[config.mk]
export PLATFORM = sky130hd
export DESIGN_NAME = neuron_sequencer
export DESIGN_NICKNAME = d
export VERILOG_FILES = /design/src/rtl/nn_pkg.sv /design/src/rtl/nn_accumulator.sv /design/src/rtl/neuron_sequencer.sv
export SDC_FILE = /design/constraint.sdc
export NUM_CORES = 1
export LEC_CHECK = 0
export CORE_AREA = 2 2 86 150
export DETAILED_ROUTE_END_ITERATION = 7
export DIE_AREA = 0 0 88 152
export PLACE_DENSITY_LB_ADDON = 0.15
export SLEW_MARGIN = 10
export SYNTH_ARGS = -nofsm -noshare
export SYNTH_HDL_FRONTEND = slang
export SYNTH_SLANG_ARGS = --single-unit
[constraint.sdc]
create_clock -name clk -period 3.5 [get_ports clk]
set_input_delay 0.7 -clock clk [delete_from_list [all_inputs] [get_ports clk]]
set_output_delay 0.7 -clock clk [all_outputs]
set_load 0.02 [all_outputs]
[src/rtl/nn_pkg.sv]
// Shared definitions for the neuron sequencer: FSM states, default sizes and
// the register map used by the bus read-back logic.
package nn_pkg;

    typedef enum logic [2:0] {
        StIdle,
        StLoad,
        StAccum,
        StAct,
        StDone
    } nn_state_e;

    localparam int unsigned NInputsDefault = 20;
    localparam int unsigned DataWDefault   = 16;
    localparam int unsigned IdxWDefault    = 5;

    localparam logic [11:0] AddrCoeffBase = 12'h100;
    localparam logic [11:0] AddrCoeffLast = 12'h14C;
    localparam logic [11:0] AddrOffset    = 12'h150;
    localparam logic [11:0] AddrInput     = 12'h154;
    localparam logic [11:0] AddrStart     = 12'h158;

endpackage

[src/rtl/nn_accumulator.sv]
// Signed accumulator register with load, conditional add and hold.
// Load takes priority over add; with neither asserted the value is held.
module nn_accumulator #(
    parameter int unsigned ACC_W = 21
) (
    input  logic             clk,
    input  logic             rst_n,
    input  logic             load_i,
    input  logic             add_i,
    input  logic [ACC_W-1:0] load_val_i,
    input  logic [ACC_W-1:0] add_val_i,
    output logic [ACC_W-1:0] acc_o
);

    logic [ACC_W-1:0] acc_q;
    logic [ACC_W-1:0] acc_d;

    always_comb begin
        acc_d = acc_q;
        if (load_i) begin
            acc_d = load_val_i;
        end else if (add_i) begin
            acc_d = acc_q + add_val_i;
        end
    end

    always_ff @(posedge clk or negedge rst_n) begin
        if (!rst_n) begin
            acc_q <= '0;
        end else begin
            acc_q <= acc_d;
        end
    end

    assign acc_o = acc_q;

endmodule

[src/rtl/neuron_sequencer.sv]
// Perceptron evaluation sequencer: snapshot, walk N coefficients, sign activation.
// Optional completion interrupt (irq_o / irq_clear_i) enabled by macro DONE_IRQ_EN.
module neuron_sequencer
    import nn_pkg::*;
#(
    parameter int unsigned N_INPUTS = NInputsDefault,
    parameter int unsigned DATA_W   = DataWDefault,
    parameter int unsigned IDX_W    = IdxWDefault,
    localparam int unsigned ACC_W   = DATA_W + $clog2(N_INPUTS + 1)
) (
    input  logic                clk,
    input  logic                rst_n,
    input  logic                start_i,
    input  logic [N_INPUTS-1:0] input_bits_i,
    input  logic [DATA_W-1:0]   offset_i,
    output logic [IDX_W-1:0]    coeff_index_o,
    input  logic [DATA_W-1:0]   coeff_data_i,
    output logic                busy_o,
    output logic                done_o,
    output logic                result_o,
`ifdef DONE_IRQ_EN
    input  logic                irq_clear_i,
    output logic                irq_o,
`endif
    output logic [ACC_W-1:0]    sum_out_o
);

    nn_state_e           state_q, state_d;
    logic [N_INPUTS-1:0] snap_q, snap_d;
    logic [IDX_W-1:0]    idx_q, idx_d;
    logic                busy_q, busy_d;
    logic                done_q, done_d;
    logic                result_q, result_d;
    logic [ACC_W-1:0]    sum_q, sum_d;
    logic                acc_load;
    logic                acc_add;
    logic [ACC_W-1:0]    acc;
    logic                idx_last;

    assign idx_last = (idx_q == IDX_W'(N_INPUTS - 1));

    nn_accumulator #(
        .ACC_W (ACC_W)
    ) u_acc (
        .clk        (clk),
        .rst_n      (rst_n),
        .load_i     (acc_load),
        .add_i      (acc_add),
        .load_val_i ({{(ACC_W - DATA_W){offset_i[DATA_W-1]}}, offset_i}),
        .add_val_i  ({{(ACC_W - DATA_W){coeff_data_i[DATA_W-1]}}, coeff_data_i}),
        .acc_o      (acc)
    );

    always_ff @(posedge clk or negedge rst_n) begin
        if (!rst_n) begin
            state_q  <= StIdle;
            snap_q   <= '0;
            idx_q    <= '0;
            busy_q   <= 1'b0;
            done_q   <= 1'b0;
            result_q <= 1'b0;
            sum_q    <= '0;
        end else begin
            state_q  <= state_d;
            snap_q   <= snap_d;
            idx_q    <= idx_d;
            busy_q   <= busy_d;
            done_q   <= done_d;
            result_q <= result_d;
            sum_q    <= sum_d;
        end
    end

    always_comb begin
        state_d = state_q;
        case (state_q)
            StIdle, StDone: if (start_i) state_d = StLoad;
            StLoad:         state_d = StAccum;
            StAccum:        if (idx_last) state_d = StAct;
            StAct:          state_d = StDone;
            default:        state_d = StIdle;
        endcase
    end

    always_comb begin
        snap_d   = snap_q;
        idx_d    = idx_q;
        busy_d   = busy_q;
        done_d   = done_q;
        result_d = result_q;
        sum_d    = sum_q;
        acc_load = 1'b0;
        acc_add  = 1'b0;
        case (state_q)
            StIdle, StDone: begin
                if (start_i) begin
                    done_d = 1'b0;
                    busy_d = 1'b1;
                end
            end
            StLoad: begin
                snap_d   = input_bits_i;
                acc_load = 1'b1;
                idx_d    = '0;
            end
            StAccum: begin
                acc_add = snap_q[idx_q];
                if (!idx_last) idx_d = idx_q + IDX_W'(1);
            end
            StAct: begin
                sum_d    = acc;
                result_d = ~acc[ACC_W-1];
                busy_d   = 1'b0;
                done_d   = 1'b1;
                idx_d    = '0;
            end
            default: ;
        endcase
    end

`ifdef DONE_IRQ_EN
    logic irq_q, irq_d;

    // Set in ACT wins over a coincident clear; an accepted start also clears.
    always_comb begin
        irq_d = irq_q;
        if (irq_clear_i) irq_d = 1'b0;
        if ((state_q == StIdle || state_q == StDone) && start_i) irq_d = 1'b0;
        if (state_q == StAct) irq_d = 1'b1;
    end

    always_ff @(posedge clk or negedge rst_n) begin
        if (!rst_n) begin
            irq_q <= 1'b0;
        end else begin
            irq_q <= irq_d;
        end
    end

    assign irq_o = irq_q;
`endif

    assign coeff_index_o = idx_q;
    assign busy_o        = busy_q;
    assign done_o        = done_q;
    assign result_o      = result_q;
    assign sum_out_o     = sum_q;

endmodule

== Yosys cells after proc, flatten, opt, wreduce, memory -nomap -nowiden ==
Index checks and enable logic that the tools add are counted.
Widths: inputs -> output; s select.
Word-level totals
  register bits after elaboration: 73
  bits of input ports: 55
  output and inout bits: 29
  word-level logic and storage cells: 44
Operators by class
  add/subtract/negate cells: 2
  magnitude comparators: 1
  eq/ne operators: 8
  mux-type cells: 15
  bitwise logic cells: 1
  reductions and logical operators: 9
Operators by type and width (count)
  $mux 21: 2
  $add 21x21->21: 1
  $pmux 3 s4: 1
  $pmux 5 s2: 1
  $eq 3x2->1 const B: 2
  $lt 5x6->1 const B: 1
  $mux 3: 2
  $ne 2x2->1 const B: 3
  $reduce_and 2->1: 3
  $reduce_bool 2->1: 3
  $add 5x1->5 const B: 1
  $bmux 1 s5: 1
  $eq 5x5->1 const B: 1
  $mux 1: 5
  $mux 5: 1
  $pmux 1 s2: 2
  $reduce_or 2->1: 2
  $eq 3x1->1 const B: 1
  $eq 3x3->1 const B: 1
  $logic_not 3->1: 1
  $not 1->1: 1

== Longest topological paths before layout ==
Gate-level depths: netlist of the first run.
  depth in word-level cells: 5
  gate-level depth with buffers: 10
  gate-level depth less buffers: 9

== By module ==
A second synthesis of the first run with hierarchy kept.
Second synthesis, totals
  cells, all modules: 379
  area, all modules: 4152.7 µm²
Modules (own cells, without submodules)
  neuron_sequencer: times used 1, cells an instance 159, area each 2238.4 µm², seq. area each 1301.2 µm²
  nn_accumulator: times used 1, cells an instance 220, area each 1914.3 µm², seq. area each 525.5 µm²

== Least setup slack after synthesis of the first run ==
Ideal clock, no wire load.
  kind: input to register
  start point: input port coeff_data_i[0]
  end point: register u_acc.acc_q[20] (netlist: u_acc.acc_o[20])
  setup time: 71 ps
  data arrival time: 2956 ps
  data required time: 3429 ps
  setup slack: 473 ps
  cell stages on the path: 9
  buffers on the path: 0
  cell sequence: ha_1 -> fa_1 -> a21o_1 -> a221o_1 -> a221oi_2 -> nor2_2 -> and3_1 -> or4_1 -> nand4_1
Between the ends
  word-level cells in the longest chain between the ends: 3
Ends and longest elaborated chain
  from (decl): line neuron_sequencer.sv:17  | input logic [DATA_W-1:0] coeff_data_i,
  $add 21x21->21: line nn_accumulator.sv:23  | acc_d = acc_q + add_val_i;
  $mux 21: line nn_accumulator.sv:22  | end else if (add_i) begin
  $mux 21: line nn_accumulator.sv:20  | if (load_i) begin
  to (signal assigned): line nn_accumulator.sv:29  | acc_q <= '0;
  to (signal assigned): line nn_accumulator.sv:31  | acc_q <= acc_d;
  to (decl): line nn_accumulator.sv:15  | logic [ACC_W-1:0] acc_q;
Every way passes these cells. The select of a mux whose other input is x is not followed.
A chain may end at the register's enable or synchronous reset.

== Worst setup path in the final report of the first run ==
Same ends and word-level chain as after synthesis.

==> impl_metrics.py, run 1 <==
metrics = {
    "placed_design": {
        "dp.cells": 687,
        "io_buffer_count": 83,
        "place_area_um2": 5190,
        "gp_congestion": 0.840,
        "post-place-ws_ps": -80.4,
        "dp_hpwl_um": 7760,
    },
    "sta": {
        "maxSlewHeadroom": 0.369,
        "report.final.slew_viol_count": 0,
        "fin_crit_sh": 0.924,
        "rsz0062_at_grt": "no",
        "final-hold-violation-count": 0,
        "skew_ps": 8.21,
        "timing.final.crit_period_ps": 3230,
        "max_freq_mhz": 309,
        "finalSetupViolCount": 0,
        "fin_ws_ps": 266,
        "tightest_slew_ps": 946,
    },
    "cts": {
        "clock-root-buffer": "clkbuf_16",
        "cts.clk_slew.worst_paths_ps": 60,
        "clock-sinks": 73,
        "clk_latency_ps": 340,
        "cts_hold_buf": 0,
        "cts_made_buffers": 9,
        "tritoncts": "built",
        "cts_setup_buffers": 0,
        "cts_resized": 0,
        "cts_buffer_depth": 2,
        "htree_num_levels": 3,
    },
    "logic_synthesis": {
        "yosysUniqueCellTypes": 51,
        "synthTopCellsByArea": "dfrtp_1, nand2_1, mux2_2, ha_1, nor2_1",
        "synth_xor_area_frac": 0.0379,
        "ys_warn_count": 0,
        "synth_edf_count": 0,
        "synth_nets": 523,
        "synthCells": 446,
        "yosys-mux-area-fraction": 0.107,
        "syn-cell-area_um2": 4160,
        "synth_top_area_cell": "dfrtp_1",
        "ys_seq_area_frac": 0.439,
        "synth_compound_area_frac": 0.144,
        "synthFlopType": "dfrtp_1",
        "synth-adder-area-share": 0.0680,
        "async_reset_ff_frac": 1.00,
        "synth-seq-cells": 73,
        "yosys.area.top_type_share": 0.439,
        "synth_top_family_by_area": "simple AND/OR/NAND/NOR gates",
        "syn_avg_cell_area_um2": 9.32,
        "synthSimpleGateAreaFrac": 0.176,
    },
    "layout": {
        "final_nets": 607,
        "antenna_cells": 0,
        "final_common_cell": "nand2_1",
        "instances_no_fill": 702,
        "final_area_um2": 5470,
        "n_fill_cell": 1188,
        "areaGrowthSynthToFinish_pct": 31.7,
        "mostFrequentLayoutCells": "nand2_1, clkdlybuf4s50_1, dfrtp_1",
        "drive_gt1_frac": 0.116,
    },
    "hold_path": {
        "min_path_type": "reg -> reg",
    },
    "detailed_routing": {
        "dr_total_vias": 3502,
        "wire_per_inst_um": 15.5,
        "drt_iter0_markers": 87,
        "firstDrtPassIters": 4,
        "drc": 0,
        "wl_um": 10900,
        "via_per_inst": 4.99,
        "ant_nets": 0,
    },
    "die": {
        "coreArea_um2": 12200,
        "die-area_um2": 13400,
        "rows": 54,
        "io-pin-count": 84,
        "dieWidth_um": 88,
        "die_y_um": 152,
        "start_util": 0.340,
    },
    "pwr": {
        "clock_power_share": 0.163,
        "p_sw_frac": 0.417,
        "p_per_area_nw_per_um2": 1010,
        "leakage_nw": 2.36,
        "p_sw_w": 0.00230,
        "combPwrFrac": 0.552,
        "seq_power_share": 0.285,
        "ir_drop_mv": 0.332,
        "power_w": 0.00552,
        "p_int_w": 0.00322,
    },
    "global_route": {
        "grt_max_degree": 74,
        "grt_use_total": 0.171,
        "antenna_found_initial": 0,
        "grt_pass1_vias": 3709,
        "grt_overflow": 0,
        "grt_pass1_wl_um": 17800,
    },
    "flow_run": {
        "drv_cap": 0,
    },
    "status": {
        "status": "complete, no violations",
    },
    "critical_path": {
        "start_kind": "primary input",
        "critPathKind": "in -> reg",
        "crit_path_end_kind": "flip-flop",
        "arrival_ps": 3510,
        "cp_max_fo": 3,
        "required_ps": 3770,
    },
}
-- routing by layer --
layer,up-vias,global-route usage,wire (um)
met5,-,0,0
met4,0,0.0711,255
met3,15,0.0407,527
met2,78,0.309,5860
met1,1673,0.185,4270
li1,1736,-,-
-- worst max-delay path, stage by stage --
cell             delay (ps)
clkdlybuf4s50_1         400
ha_1                    220
fa_1                    400
a21o_1                  210
a221o_1                 330
a221oi_2                240
buf_4                   170
nor2_2                   40
and3_1                  180
or4_1                   510
nand4_1                 100
-- synth_stat cells (2+ instances only) --
master / number
nand3_1: 7
nand2b_1: 2
nor3_1: 6
ha_1: 21
a31o_2: 2
nand2_1: 102
clkbuf_1: 14
buf_2: 4
xor2_1: 10
o21a_1: 3
dfrtp_1: 73
nand4_1: 4
a21oi_1: 27
nor2_1: 38
o21bai_1: 3
inv_1: 7
buf_4: 2
and3_1: 4
xnor2_1: 8
o21ai_0: 24
a211oi_1: 2
a21o_1: 6
a21boi_0: 2
a31oi_1: 14
mux4_2: 5
o211ai_1: 2
mux2i_1: 6
or2_2: 2
mux2_2: 24
-- final cells by class --
| class | count | area, um2 | share of cell area |
|---|---|---|---|
| inverters | 7 | 26.3 | 0.00480 |
| flip-flops and latches | 73 | 1830 | 0.334 |
| clock buffers | 12 | 236 | 0.0432 |
| multi-input cells | 345 | 2220 | 0.406 |
| repair buffers | 94 | 911 | 0.166 |
| clock inverters | 3 | 42.5 | 0.00777 |
| well taps | 168 | 210 | 0.0384 |
-- state kept, by name, summed over array words and instances (netlist names) --
signal,count
snap_q,20
sum_out_o,21
busy_o,1
done_o,1
u_acc.acc_o,21
result_o,1
coeff_index_o,5
state_q,3
-- power by group through the flow --
stage               registers (W)  logic (W)  clock network [W]
floorplan                 0.00166    0.00200                  0
global placement          0.00158    0.00302                  0
detailed placement        0.00159    0.00306                  0
CTS                       0.00158    0.00308           0.000929
global route              0.00163    0.00340           0.000958
finish                    0.00157    0.00305           0.000901
-- worst paths after layout --
path | from | end | slack (ps) | cells after the start
max | coeff_data_i[0] | u_acc.acc_o[20] | 270 | 11
max reg2reg | u_acc.acc_o[0] | u_acc.acc_o[20] | 650 | 10
min reg2reg | snap_q[12] | snap_q[12] | 470 | 2
min in group asynchronous | rst_n | sum_out_o[5] | 510 | 1
min | snap_q[12] | snap_q[12] | 470 | 2
max in group asynchronous | rst_n | state_q[0] | 2380 | 1
-- metrics by stage --
stage | TNS (ps) | hold WS, ps | util
4_1_cts | 0 | 474 | 0.448
6_report | 0 | 468 | 0.448
5_1_grt | 0 | 489 | 0.448
3_3_place_gp | -71.5 | 454 | 0.425
2_1_floorplan | 0 | 404 | -
3_5_place_dp | -80.4 | 460 | 0.425
-- kinds of logic after synthesis --
| group | Yosys count |
|---|---|
| flip-flops | 73 |
| buffers and inverters | 28 |
| AO/OA/AOI/OAI | 96 |
| AND/OR/NAND/NOR | 174 |
| multiplexers | 35 |
| XOR/XNOR | 18 |
| adder cells (fa/ha/maj) | 22 |
Power figures use the tool's default switching activity.
==> inputs of run 2 (changes only) <==
Settings changed: SKIP_LAST_GASP set to 1.
==> results of run 2 <==
The final DEF is identical to that of run 1; final timing and power are the same.
==> inputs of run 3 (changes only) <==
==> constraint.sdc (replaced) <==
create_clock -name clk -period 3.5 [get_ports clk]
set_input_delay 1.05 -clock clk [delete_from_list [all_inputs] [get_ports clk]]
set_output_delay 1.05 -clock clk [all_outputs]
set_load 0.02 [all_outputs]
==> run 3 against run 2 <==
Power rose by 5.9%; critical path type unchanged; core utilization rose by 1.9 points; clock skew barely moved; via count rose by 2.3%; sequential share of layout area fell by 1.3 points; setup slack got worse by 160 ps; sequential power barely moved; die area did not move; largest power group unchanged; highest routed layer unchanged; hold slack barely moved; clock power rose by 19%; register-to-register slack got worse by 20 ps; final area rose by 4.1%.
==> impl_metrics.py, run 3 (synthesis results as in run 1) <==
metrics = {
    "critical_path": {
        "start_kind": "primary input",
        "arrival_ps": 3660,
        "critPathKind": "in -> reg",
        "cp_max_fo": 3,
        "required_ps": 3770,
        "crit_path_end_kind": "flip-flop",
    },
    "die": {
        "io-pin-count": 84,
        "coreArea_um2": 12200,
        "dieWidth_um": 88,
        "die-area_um2": 13400,
        "die_y_um": 152,
        "rows": 54,
        "start_util": 0.340,
    },
    "placed_design": {
        "post-place-ws_ps": -444,
        "dp_hpwl_um": 7890,
        "gp_congestion": 0.861,
        "io_buffer_count": 83,
    },
    "pwr": {
        "leakage_nw": 2.49,
        "power_w": 0.00584,
        "p_per_area_nw_per_um2": 1030,
        "ir_drop_mv": 0.356,
    },
    "status": {
        "status": "complete, no violations",
    },
    "sta": {
        "max_freq_mhz": 295,
        "maxSlewHeadroom": 0.369,
        "final-hold-violation-count": 0,
        "skew_ps": 7.97,
        "rsz0062_at_grt": "no",
        "tightest_slew_ps": 947,
        "fin_crit_sh": 0.969,
        "timing.final.crit_period_ps": 3390,
        "fin_ws_ps": 107,
        "report.final.slew_viol_count": 0,
        "finalSetupViolCount": 0,
    },
    "cts": {
        "tritoncts": "built",
        "clk_latency_ps": 340,
        "htree_num_levels": 3,
        "cts_hold_buf": 0,
        "clock-sinks": 73,
        "cts.clk_slew.worst_paths_ps": 60,
        "cts_made_buffers": 9,
        "clock-root-buffer": "clkbuf_16",
        "cts_buffer_depth": 2,
    },
    "global_route": {
        "grt_overflow": 0,
        "use_met2": 0.310,
        "grt_pass1_vias": 3633,
        "grt_pass1_wl_um": 17900,
        "busiest_layer": "met2",
        "grt_max_degree": 74,
        "grt_use_total": 0.172,
        "met3_usage": 0.0413,
        "gr-usage-met1": 0.187,
        "antenna_found_initial": 0,
    },
    "flow_run": {
        "drv_cap": 0,
    },
    "layout": {
        "final_common_cell": "nand2_1",
        "areaGrowthSynthToFinish_pct": 37.1,
        "mostFrequentLayoutCells": "nand2_1, clkdlybuf4s50_1, dfrtp_1",
        "antenna_cells": 0,
        "drive_gt1_frac": 0.158,
        "final_nets": 628,
    },
    "detailed_routing": {
        "ant_nets": 0,
        "drc": 0,
        "via_per_inst": 4.95,
        "wire_per_inst_um": 15.3,
        "drt_iter0_markers": 100,
        "firstDrtPassIters": 4,
        "dr_total_vias": 3583,
        "wl_um": 11100,
    },
    "hold_path": {
        "min_path_type": "reg -> reg",
    },
}
## run 3: changes by cell type in the layout (fill, tap and decap cells not counted), sizes merged
| cell | before | now |
|---|---|---|
| clkbuf | 12 | 10 |
| bufinv | 1 | 3 |
| buf | 12 | 33 |
| clkdlybuf4s50 | 82 | 81 |
| inv | 7 | 8 |
| dlygate4sd2 | 0 | 1 |
## run 3: stage by stage
stage	hold slack, ps	std cells	utilization	cell area [um2]	TNS [ps]
floorplan	440	446	-	4160	0
global route	484	724	0.466	5700	0
global placement	455	704	0.435	5320	-1440
detailed placement	460	704	0.435	5320	-1700
finish	468	724	0.466	5700	0
CTS	475	724	0.466	5700	0
## run 3: area by class of cell
class                   count  area [um2]
inverters                   7        26.3
repair buffers            115        1070
clock inverters             6         115
flip-flops and latches     73        1830
multi-input cells         345        2220
fillers                  1170        6530
well taps                 168         210
clock buffers              10         229
## run 3: worst paths after layout
path                       cells past startpoint  slack [ps]             from         endpoint
min in group asynchronous                      1         850            rst_n     sum_out_o[6]
min                                            2         470        snap_q[7]        snap_q[7]
max in group asynchronous                      1        2030            rst_n       state_q[1]
min reg2reg                                    2         470        snap_q[7]        snap_q[7]
max reg2reg                                   10         630   u_acc.acc_o[0]  u_acc.acc_o[20]
max                                           11         110  coeff_data_i[0]  u_acc.acc_o[20]
## run 3: worst max-delay path: stages
cell and delay [ps]:
dlygate4sd2_1 240, ha_2 190, fa_2 390, a21o_1 210
a221o_1 360, a221oi_2 260, buf_4 170, nor2_2 40
and3_1 170, or4_1 490, nand4_1 90
## run 3: layer usage
layer | wire [um] | up-vias
met5 | 0 | -
met4 | 270 | 0
met3 | 497 | 18
met2 | 5970 | 87
met1 | 4320 | 1706
li1 | - | 1772
## run 3: where the power goes
| part | switching, W | internal, W |
|---|---|---|
| combinational | 0.00167 | 0.00153 |
| sequential | 0.000311 | 0.00127 |
| clock | 0.000371 | 0.000700 |
## run 3: timing repair
action | 4_1_cts | 5_1_grt
gates resized for setup | 3 | 0
setup endpoints to repair | 2 | 0
buffers inserted | 4 | 0
